File: src/rtl/pipeline_hazard_controller_pkg.sv
// Shared types and constants for the ID-stage hazard controller.
package pipeline_hazard_controller_pkg;

  localparam int unsigned REG_W         = 5;
  localparam int unsigned CNT_W_DEFAULT = 16;
  localparam logic [REG_W-1:0] XZR      = 5'd31;

  typedef struct packed {
    logic             valid;
    logic             reg_write;
    logic             mem_read;
    logic [REG_W-1:0] rd;
  } sb_entry_t;

  localparam sb_entry_t SB_BUBBLE = '0;

  // A slot forwards a hazard on r only if it will really write r; XZR writes are discarded.
  function automatic logic sb_match(input logic             valid,
                                    input logic             reg_write,
                                    input logic [REG_W-1:0] rd,
                                    input logic [REG_W-1:0] r);
    return valid && reg_write && (rd == r) && (r != XZR);
  endfunction

endpackage

File: src/rtl/hazard_scoreboard.sv
// Three-slot EX/MEM/WB shadow of the pipeline destination registers.
module hazard_scoreboard
  import pipeline_hazard_controller_pkg::*;
(
  input  logic      clock,
  input  logic      reset,
  input  logic      bubble,
  input  sb_entry_t id_entry,
  output sb_entry_t ex_slot,
  output sb_entry_t mem_slot,
  output sb_entry_t wb_slot
);

  always_ff @(posedge clock) begin
    if (reset) begin
      ex_slot  <= SB_BUBBLE;
      mem_slot <= SB_BUBBLE;
      wb_slot  <= SB_BUBBLE;
    end else begin
      wb_slot  <= mem_slot;
      mem_slot <= ex_slot;
      ex_slot  <= bubble ? SB_BUBBLE : id_entry;
    end
  end

endmodule

File: src/rtl/pipeline_hazard_controller.sv
// ID-stage hazard detection: load-use and CBZ/CBNZ operand stalls, branch flush,
// stall-run watchdog and saturating performance counters.
module pipeline_hazard_controller
  import pipeline_hazard_controller_pkg::*;
#(
  parameter bit          WB_BYPASS = 1'b1,
  parameter int unsigned CNT_W     = CNT_W_DEFAULT
) (
  input  logic             clock,
  input  logic             reset,
  input  logic             id_valid,
  input  logic [REG_W-1:0] read_register1,
  input  logic [REG_W-1:0] read_register2,
  input  logic             uses_rs2,
  input  logic             CB_instr,
  input  logic             RegWrite_id,
  input  logic             MemRead_id,
  input  logic [REG_W-1:0] write_register_id,
  input  logic             branch_taken,
  output logic             stall,
  output logic             PC_write,
  output logic             IF_ID_write,
  output logic             IF_ID_Flush,
  output logic [CNT_W-1:0] stall_cycles,
  output logic [CNT_W-1:0] flush_count,
  output logic             hazard_error
);

  localparam logic [1:0] RUN_LIMIT = 2'd3;

  sb_entry_t  id_entry;
  sb_entry_t  ex_slot;
  sb_entry_t  mem_slot;
  sb_entry_t  wb_slot;
  logic       ex_rs1;
  logic       ex_rs2;
  logic       mem_rs1;
  logic       wb_rs1;
  logic       load_use;
  logic       cb_hazard;
  logic [1:0] run_len;
  logic       unused_mem_read;

  // Only the EX slot's MemRead matters; older loads have already returned data.
  assign unused_mem_read = mem_slot.mem_read ^ wb_slot.mem_read;

  hazard_scoreboard u_scoreboard (
    .clock    (clock),
    .reset    (reset),
    .bubble   (stall),
    .id_entry (id_entry),
    .ex_slot  (ex_slot),
    .mem_slot (mem_slot),
    .wb_slot  (wb_slot)
  );

  always_comb begin
    id_entry           = SB_BUBBLE;
    id_entry.valid     = id_valid;
    id_entry.reg_write = RegWrite_id;
    id_entry.mem_read  = MemRead_id;
    id_entry.rd        = write_register_id;

    ex_rs1  = sb_match(ex_slot.valid, ex_slot.reg_write, ex_slot.rd, read_register1);
    ex_rs2  = sb_match(ex_slot.valid, ex_slot.reg_write, ex_slot.rd, read_register2);
    mem_rs1 = sb_match(mem_slot.valid, mem_slot.reg_write, mem_slot.rd, read_register1);
    wb_rs1  = sb_match(wb_slot.valid, wb_slot.reg_write, wb_slot.rd, read_register1);

    load_use = ex_slot.mem_read && (ex_rs1 || (uses_rs2 && ex_rs2));
    // CB compares in ID, so it needs the value before the normal EX forwarding path exists.
    cb_hazard = CB_instr && (ex_rs1 || mem_rs1 || (!WB_BYPASS && wb_rs1));

    stall       = !reset && id_valid && (load_use || cb_hazard);
    PC_write    = !stall;
    IF_ID_write = !stall;
    IF_ID_Flush = !reset && branch_taken && id_valid && !stall;
  end

  always_ff @(posedge clock) begin
    if (reset) begin
      run_len      <= '0;
      hazard_error <= 1'b0;
      stall_cycles <= '0;
      flush_count  <= '0;
    end else begin
      if (!stall) begin
        run_len <= '0;
      end else if (run_len != RUN_LIMIT) begin
        run_len <= run_len + 2'd1;
      end
      if (stall && (run_len == RUN_LIMIT)) begin
        hazard_error <= 1'b1;
      end
      if (stall && (stall_cycles != '1)) begin
        stall_cycles <= stall_cycles + CNT_W'(1);
      end
      if (IF_ID_Flush && (flush_count != '1)) begin
        flush_count <= flush_count + CNT_W'(1);
      end
    end
  end

endmodule

File: config.mk
export PLATFORM = sky130hd
export DESIGN_NAME = pipeline_hazard_controller
export DESIGN_NICKNAME = d
export VERILOG_FILES = /design/src/rtl/pipeline_hazard_controller_pkg.sv /design/src/rtl/hazard_scoreboard.sv /design/src/rtl/pipeline_hazard_controller.sv
export SDC_FILE = /design/constraint.sdc
export NUM_CORES = 1
export LEC_CHECK = 0
export ABC_AREA = 1
export BUFFER_PORTS_ARGS = -buffer_cell sky130_fd_sc_hd__buf_2
export CAP_MARGIN = 20
export CORE_ASPECT_RATIO = 1.5
export CORE_MARGIN = 10
export CORE_UTILIZATION = 30
export DETAILED_ROUTE_END_ITERATION = 16
export GPL_ROUTABILITY_DRIVEN = 0
export SYNTH_ARGS = -nofsm -noshare
export SYNTH_HDL_FRONTEND = slang
export SYNTH_SLANG_ARGS = --single-unit
File: constraint.sdc
create_clock -name clock -period 2.4 [get_ports clock]
set_clock_uncertainty 0.2 [all_clocks]
set_input_delay 0.48 -clock clock [delete_from_list [all_inputs] [get_ports clock]]
set_output_delay 0.48 -clock clock [all_outputs]
set_load 0.005 [all_outputs]
# Word level (Yosys, flattened, before mapping)
# Index checks and enable logic that the tools add are counted.
# word_totals
n_memories,0
reg_bits,50
mem_bits_ro,0
input_bits,23
mem_bits_rw,0
latchBits,0
# classes
eq_ne,9
n_reduce_logical,26
n_addsub,3
shift,0
div,0
n_mux,0
bitwise_logic,1
mul,0
n_lt_le_gt_ge,0
# op_table
cell,n
$add A16 B1 Y16 const B,2
$ne A16 B16 Y1 const B,2
$logic_and A1 B1 Y1,19
$eq A5 B5 Y1,3
$ne A5 B5 Y1 const B,2
$reduce_or A2 Y1,2
$logic_or A1 B1 Y1,3
$add A2 B1 Y2 const B,1
$eq A2 B2 Y1 const B,1
$logic_not A1 Y1,2
$ne A2 B2 Y1 const B,1
$not A1 Y1,1

# Logic depth before layout (Yosys ltp)
# Gate-level depths: netlist of run 1.
# logic_depth
word_depth,11
ltp_mapped,12

# By module
# A second synthesis of run 1 with hierarchy kept.
# hier_totals
cells_unflattened,437
area_unflattened_um2,3100.5
# by_module_without_submodules
module,cells_each,n_inst,area_each_um2
pipeline_hazard_controller,360,1,2394.8
hazard_scoreboard,77,1,705.7

# Least setup slack after synthesis of run 1
# OpenSTA, ideal clock, no wires.
# synth_path
path_kind,input to output
startpoint,input port read_register1[2]
endpoint,output port PC_write
cell_stages,10
slack_ps,336
arrival_time_ps,1384
cell_sequence,inv_2 nand2_1 o21ai_1 nor2_1 nand3_1 nand2_1 nand2_2 nand2_2 nand2_1 buf_4
# synth_between
elab_chain_len,8
elab_cells_between_ends,14
cone_classes,3 x eq/ne; 11 x reduce/logical
# synth_lines
item,line,source
from (decl),pipeline_hazard_controller.sv:12,"input logic [REG_W-1:0] read_register1,"
$eq A5 B5 Y1,pipeline_hazard_controller_pkg.sv:22,return valid && reg_write && (rd == r) && (r != XZR);
$logic_and A1 B1 Y1 (2 in a row),pipeline_hazard_controller_pkg.sv:22,
"$logic_or A1 B1 Y1, on equally long branches","pipeline_hazard_controller.sv:69, pipeline_hazard_controller.sv:71",
"$logic_and A1 B1 Y1, on equally long branches","pipeline_hazard_controller.sv:69, pipeline_hazard_controller.sv:71",
$logic_or A1 B1 Y1 *,pipeline_hazard_controller.sv:73,stall = !reset && id_valid && (load_use || cb_hazard);
$logic_and A1 B1 Y1 *,pipeline_hazard_controller.sv:73,
$logic_not A1 Y1 *,n/a,
to (decl),pipeline_hazard_controller.sv:21,"output logic PC_write,"
# Every way passes the cells marked *; elsewhere a longest branch is shown, timed or not.

# Final worst setup path of run 1
# layout_path
startpoint,"register, netlist name u_scoreboard.ex_slot[3]"
endpoint,output port stall
# layout_between
elab_chain_len,8
elab_cells_between_ends,13
cone_classes,2 x eq/ne; 11 x reduce/logical
# layout_lines
item,line,source
$eq A5 B5 Y1,pipeline_hazard_controller_pkg.sv:22,
$logic_and A1 B1 Y1 (2 in a row),pipeline_hazard_controller_pkg.sv:22,
$logic_and A1 B1 Y1,pipeline_hazard_controller.sv:69,load_use = ex_slot.mem_read && (ex_rs1 || (uses_rs2 && ex_rs2));
$logic_or A1 B1 Y1,pipeline_hazard_controller.sv:69,
$logic_and A1 B1 Y1,pipeline_hazard_controller.sv:69,
$logic_or A1 B1 Y1 *,pipeline_hazard_controller.sv:73,
$logic_and A1 B1 Y1 *,pipeline_hazard_controller.sv:73,
to (decl),pipeline_hazard_controller.sv:20,"output logic stall,"
# Marks and branches as above.

==> reports/qor.csv, run 1 <==
stage;metric;value;unit
worst_hold_path;min_path_type;in -> reg;
timing;rsz0062_at_grt;no;
yosys;syn_inst;401;
clock_tree;cts.sinks;50;
yosys;ys_seq_elements;50;
clock_tree;clock_latency;0.29;ns
timing;holdWs;0.1939;ns
yosys;syn_nets;427;
timing;fin_crit;2.235;ns
die;core.rowCount;42;
critical_path;crit_top_cell;nand2_2;
yosys;synth_edf_count;0;
grt;overflow;0;
clock_tree;cts_max_level;2;
clock_tree;cts_setup_buffers;0;
route;drt-pass1-iter-count;4;
critical_path;cp_slowest_stage_delay;0.35;ns
yosys;avgSynthCellArea;6.893;µm²
yosys;synth_flop_cell;dfxtp_1;
cells_and_area;multiInputGateArea;1499;µm²
critical_path;cp-end-kind;primary output;
timing;hold_violations;0;
yosys;synth_top_area_share;36.22;%
timing;setup_violations;0;
clock_tree;cts_max_path_buffers;2;
pwr;total_power;1.770;mW
timing;fin_setup_tns;0;ns
clock_tree;cts_made_buffers;5;
critical_path;crit_path_start_kind;register;
grt;grt_pass1_wl;12.12;mm
critical_path;worst-path-buf-inv;3;
critical_path;crit_type;reg -> out;
cells_and_area;diodes;0;
route;wirelength;7.255;mm
placement;dp_hpwl;5.700;mm
die;ios;60;
yosys;synthTopCellsByArea;dfxtp_1, nand2_1, inv_1;
job;drv_cap;0;
yosys;syn-cell-area;2764;µm²
pwr;power_density;525.4;nW/µm²
critical_path;required;1.72;ns
cells_and_area;area_delta_synth_final;21.87;%
cells_and_area;fillCellCount;992;
clock_tree;clockRootBuffer;clkbuf_16;
critical_path;cp_top_family;simple AND/OR/NAND/NOR gates;
route;routedWlPerCell;12.62;µm
timing;period_share;93.14;%
grt;grt_pass1_vias;2559;
die;die-area;13530;µm²
timing;fmax;447.3;MHz
die;initial_core_util;30.94;%
critical_path;crit_fanout;6;
pwr;vdd_drop_max;0.0003043;V
cells_and_area;final_layout_size_suffix_gt1_share;21.72;%
critical_path;arrival;1.56;ns
clock_tree;clk_pin_slew_worst_paths;0.07;ns
critical_path;slowest_stage;dfxtp_1;
clock_tree;ctsHoldBuffers;0;
die;die_w;98.37;µm
grt;grt_max_degree;39;
yosys;yosys_warnings;0;
timing;max_slew_margin;71.37;%
timing;worstMarginPinSlew;0.4295;ns
route;viasPerCell;4.593;
outcome;status;complete, no violations;
die;core_area;8934;µm²
grt;globalRouteTotalUtil;10.71;%
route;drc;0;
cells_and_area;finalNetCount;490;
yosys;async_flop_share;0;%
timing;slew_violations;0;
route;ant_nets;0;
yosys;yosys.area.top_type;dfxtp_1;
critical_path;crit_chain;inv_1 > nand2_1 > o21ai_1 > nor2_1 > nand3_1 > nand2_1 > nand2_2 > nand2_2 > nand2_2 > inv_2 > buf_2;
yosys;seq_area_frac_synth;36.22;%
placement;numPortBuffers;59;
route;num_vias;2641;
route;initialDrtViolationCount;78;
clock_tree;cts_resized;0;
cells_and_area;instances_no_fill;575;
die;die_y;137.6;µm
placement;dp_cells;567;
cells_and_area;regArea;1003;µm²
critical_path;ff2ff_setup_slack;0.38;ns
clock_tree;cts_tree;built;
grt;antenna_found_initial;0;
pwr;leakagePower;1.476;nW
yosys;ys_types;29;
[area by class of cell]
class / instances / share of cell area [%]
Sequential cell: 50 / 29.79
Clock inverter: 3 / 1.337
Inverter: 54 / 6.018
Timing Repair Buffer: 67 / 10.55
Multi-Input combinational cell: 286 / 44.50
Tap cell: 110 / 4.086
Clock buffer: 5 / 3.715
[per-stage QoR]
| step | util [%] | setup slack (ns) | instance area (µm²) |
|---|---|---|---|
| floorplan | - | 0.3363 | 2764 |
| global placement | 35.69 | 0.1794 | 3188 |
| detailed placement | 35.69 | 0.1648 | 3188 |
| CTS | 37.59 | 0.06670 | 3358 |
| global route | 37.70 | 0.001582 | 3368 |
| finish | 37.70 | 0.1645 | 3368 |
[state kept, by name, summed over array words and instances (netlist names)]
register,flops
hazard_error,1
stall_cycles,16
u_scoreboard.ex_slot,8
flush_count,16
run_len,2
u_scoreboard.mem_slot,7
[worst paths after layout]
check | startpoint | to | cells past startpoint
hold reg to reg | u_scoreboard.ex_slot[7]$_SDFF_PP0_ | u_scoreboard.mem_slot[7]$_SDFF_PP0_ | 2
setup / recovery | u_scoreboard.ex_slot[3]$_SDFF_PP0_ | stall | 11
hold / removal | write_register_id[1] | u_scoreboard.ex_slot[1]$_SDFF_PP0_ | 3
setup reg to reg | flush_count[0]$_SDFFE_PP0P_ | flush_count[3]$_SDFFE_PP0P_ | 11
[worst register-to-register path: stages, from the launching register on]
cell      delay (ns)
dfxtp_1         0.39
ha_1            0.24
nand3_1         0.10
nor2_2          0.12
nand2_1         0.12
nor2_2          0.15
nand3_2         0.13
clkinv_1        0.08
nor2_2          0.04
buf_4           0.17
nand2_1         0.08
a21oi_1         0.06
[synth_stat cells (2+ instances only)]
cell      number
a21oi_1       31
buf_6          3
clkbuf_1       5
dfxtp_1       50
ha_1           3
inv_1         47
inv_2          6
nand2_1      105
nand2_2        4
nand3_1       22
nand4_1       18
nand4_4        2
nor2_1        44
nor2_2         4
nor3_1        11
nor3_2         2
o21ai_0        2
o21ai_1        4
xnor2_1       10
xor2_1        19
[routing by layer]
layer  track usage, %  wire length [µm]
met1            11.20              2906
met2            20.34              3928
met3            2.608               317
met4            3.435               102
met5                0                 0
[layout by cell type (no fill, tap or decap), drive strengths merged]
cell type / count
dfxtp: 50
xnor2: 10
mux2i: 1
nor2: 49
nand2: 109
nand4: 20
a21oi: 31
xor2: 19
clkinvlp: 2
bufinv: 1
clkbuf: 5
nand3: 24
nor3: 14
ha: 3
o21ai: 6
clkinv: 1
inv: 53
buf: 67
[power by group]
part | switching, mW | internal [mW]
Clock | 0.321 | 0.492
Sequential | 0.00846 | 0.843
Combinational | 0.0669 | 0.0388
[cell families (layout without fill, tap and decap cells)]
| group | after synthesis | in the layout | synth area share [%] |
|---|---|---|---|
| fa+ha+maj | 3 | 3 | 1.358 |
| flops | 50 | 50 | 36.22 |
| mux | 1 | 1 | 0.3622 |
| simple gates | 216 | 216 | 36.35 |
| xor+xnor | 29 | 29 | 9.190 |
| buf+inv | 65 | 129 | 9.823 |
| compound gates | 37 | 37 | 6.700 |
Power figures use the tool's default switching activity.
==> run 2, diff against run 1 <==
- ABC_AREA: 1 -> unset
==> reports/qor.csv, run 2 <==
stage;metric;value;unit
grt;globalRouteTotalUtil;12.50;%
route;ant_nets;0;
grt;overflow;0;
timing;fmax;394.1;MHz
clock_tree;cts_tree;built;
cells_and_area;top_regs;flush_count: 16 flops, stall_cycles: 16 flops, u_scoreboard.ex_slot: 8 flops;
grt;grt_pass1_wl;12.71;mm
pwr;vdd_drop_max;0.0004625;V
critical_path;arrival;1.86;ns
critical_path;cp-end-kind;primary output;
pwr;total_power;1.932;mW
yosys;async_flop_share;0;%
route;num_vias;2535;
clock_tree;clk_pin_slew_worst_paths;0.06;ns
clock_tree;clockRootBuffer;clkbuf_16;
timing;worstMarginPinSlew;0.8039;ns
yosys;synth_xor_area_share;5.253;%
clock_tree;ctsHoldBuffers;0;
timing;max_slew_margin;46.11;%
critical_path;crit_path_start_kind;register;
cells_and_area;area_delta_synth_final;45.52;%
route;routedWlPerCell;16.76;µm
worst_hold_path;min_path_type;in -> reg;
placement;dp_hpwl;5.670;mm
yosys;synth_edf_count;0;
cells_and_area;diodes;0;
yosys;syn-cell-area;2501;µm²
yosys;synth_flop_cell;dfxtp_1;
yosys;yosys-mux-area-fraction;3.452;%
yosys;syn_inst;280;
route;viasPerCell;5.314;
yosys;yosys.area_share.simple;31.62;%
timing;hold_violations;0;
timing;slew_violations;0;
yosys;synth_top_area_share;40.02;%
die;die-area;12460;µm²
clock_tree;clock_latency;0.29;ns
timing;rsz0062_at_grt;yes;
route;wirelength;7.993;mm
placement;numPortBuffers;59;
worst_hold_path;min_from;write_register_id[1];
grt;grt_pass1_vias;2588;
grt;grt_max_degree;35;
outcome;violations;setup timing;
die;core.rowCount;40;
yosys;synth_top_family_by_area;simple AND/OR/NAND/NOR gates;
die;core_area;8058;µm²
worst_hold_path;hold_depth;2;
die;die_w;94.55;µm
yosys;ys_types;42;
cells_and_area;layout_commonest_cell;buf_2;
critical_path;r2r-start;u_scoreboard.ex_slot[4]$_SDFF_PP0_;
timing;holdWs;0.1890;ns
yosys;avgSynthCellArea;8.933;µm²
placement;pre_cts_ws;-0.3437;ns
critical_path;reg2reg_depth;10;
cells_and_area;fillCellCount;788;
timing;worst_slack;-0.1373;ns
yosys;synth_compound_area_share;14.91;%
placement;placed_area;3073;µm²
yosys;synthTopCellsByArea;dfxtp_1, nand4_1, or4_1;
route;drt-pass1-iter-count;4;
die;initial_core_util;31.04;%
clock_tree;cts_max_path_buffers;2;
critical_path;crit_fanout;5;
grt;antenna_found_initial;0;
cells_and_area;final_area;3640;µm²
critical_path;ff2ff_setup_slack;-0.09;ns
yosys;syn_nets;306;
clock_tree;cts.sinks;50;
worst_hold_path;holdPathEnd;u_scoreboard.ex_slot[1]$_SDFF_PP0_;
yosys;synth.top_cells.by_count;dfxtp_1, nand2_1, nand4_1, nor2_1, a21oi_1;
yosys;seq_area_frac_synth;40.02;%
job;drv_cap;0;
cells_and_area;layout_common_cells;buf_2, dfxtp_1, buf_4, nand4_1, nand2_1;
yosys;yosys_warnings;0;
die;die_y;131.8;µm
pwr;leakagePower;1.468;nW
critical_path;crit_type;reg -> out;
yosys;ys_seq_elements;50;
route;initialDrtViolationCount;124;
cells_and_area;finalNetCount;397;
timing;fin_crit;2.537;ns
cells_and_area;final_layout_size_suffix_gt1_share;40.59;%
cells_and_area;post-route-util;45.17;%
critical_path;r2r_end;flush_count[13]$_SDFFE_PP0P_;
yosys;synthAdderAreaFrac;1.501;%
timing;setup_violations;10;
clock_tree;cts_max_level;2;
die;ios;60;
critical_path;required;1.72;ns
timing;period_share;105.7;%
yosys;synth.most_common_cell;dfxtp_1;
clock_tree;cts_made_buffers;5;
pwr;power_density;530.9;nW/µm²
outcome;status;finished, violations left;
route;drc;0;
yosys;yosys.area.top_type;dfxtp_1;
[run 2: changes by cell type in the layout (fill, tap and decap cells not counted), sizes merged, moves of 15 or more]
cell   change
buf       +30
nor2      -30
or4       +15
a21oi     -15
inv       -50
nand2     -89
xor2      -16
[run 2: layout make-up]
cell class                 count  area (µm²)  area share (%)
multi-input combinational    213        1622           44.55
sequential                    50        1013           27.84
timing repair buffer          98       663.1           18.22
clock buffer                   6       138.9           3.816
tap                          105       131.4           3.609
clock inverter                 2       60.06           1.650
inverter                       3       11.26          0.3094
[run 2: logic make-up after synthesis]
logic type | Yosys count
AO/OA/AOI/OAI | 53
XOR/XNOR | 15
adder cells (fa/ha/maj) | 3
buffers and inverters | 17
flip-flops | 50
multiplexers | 8
AND/OR/NAND/NOR | 134
[run 2: how the worst max path moves through the flow]
stage                                                  start                             to  slack (ns)  cells past startpoint
after floorplan                            read_register2[4]                    IF_ID_Flush        0.01                      7
after global placement                     read_register1[2]                    IF_ID_write       -0.54                      6
after detailed placement                   read_register1[2]  stall_cycles[13]$_SDFFE_PP0P_       -0.34                     10
after CTS                 u_scoreboard.ex_slot[2]$_SDFF_PP0_                    IF_ID_Flush       -0.08                      7
after global routing      u_scoreboard.ex_slot[4]$_SDFF_PP0_                    IF_ID_Flush       -0.19                      8
final                     u_scoreboard.ex_slot[4]$_SDFF_PP0_                    IF_ID_Flush       -0.14                      8
[run 2: metal layers]
layer | vias to the layer above | track usage, % | wire length, µm | part of all wire, %
met1 | 1225 | 13.01 | 3153 | 39
met2 | 50 | 23.63 | 4476 | 56
met4 | 0 | 3.840 | 120 | 1.5
li1 | 1248 | - | - | -
met5 | - | 0 | 0 | 0
met3 | 12 | 2.566 | 243 | 3.0
[run 2: power breakdown]
| group | total [mW] | switching (mW) | internal (mW) |
|---|---|---|---|
| clock | 0.942 | 0.316 | 0.626 |
| combinational | 0.133 | 0.0671 | 0.0658 |
| sequential | 0.857 | 0.0137 | 0.843 |
[run 2: stage by stage]
step | instances | setup TNS, ns
after detailed placement | 459 | -6.167
after global routing | 477 | -1.623
after floorplan | 280 | 0
after global placement | 458 | -7.708
after CTS | 469 | -0.2864
final | 477 | -0.5329
[run 2: critical path: stages (launching register included)]
cell and delay, ns:
dfxtp_4 0.36, buf_6 0.12, xnor2_2 0.12, nand4_1 0.13, nor3b_4 0.06, buf_4 0.14, or3_4 0.39, nor2_4 0.13
buf_2 0.12
[run 2: timing repair]
item                                    in CTS  in global routing
setup buffers                                3                  7
gates cloned                                 0                  2
endpoints found under the setup margin      16                 21
resized for setup                           26                 34
pin swaps                                   14                 20
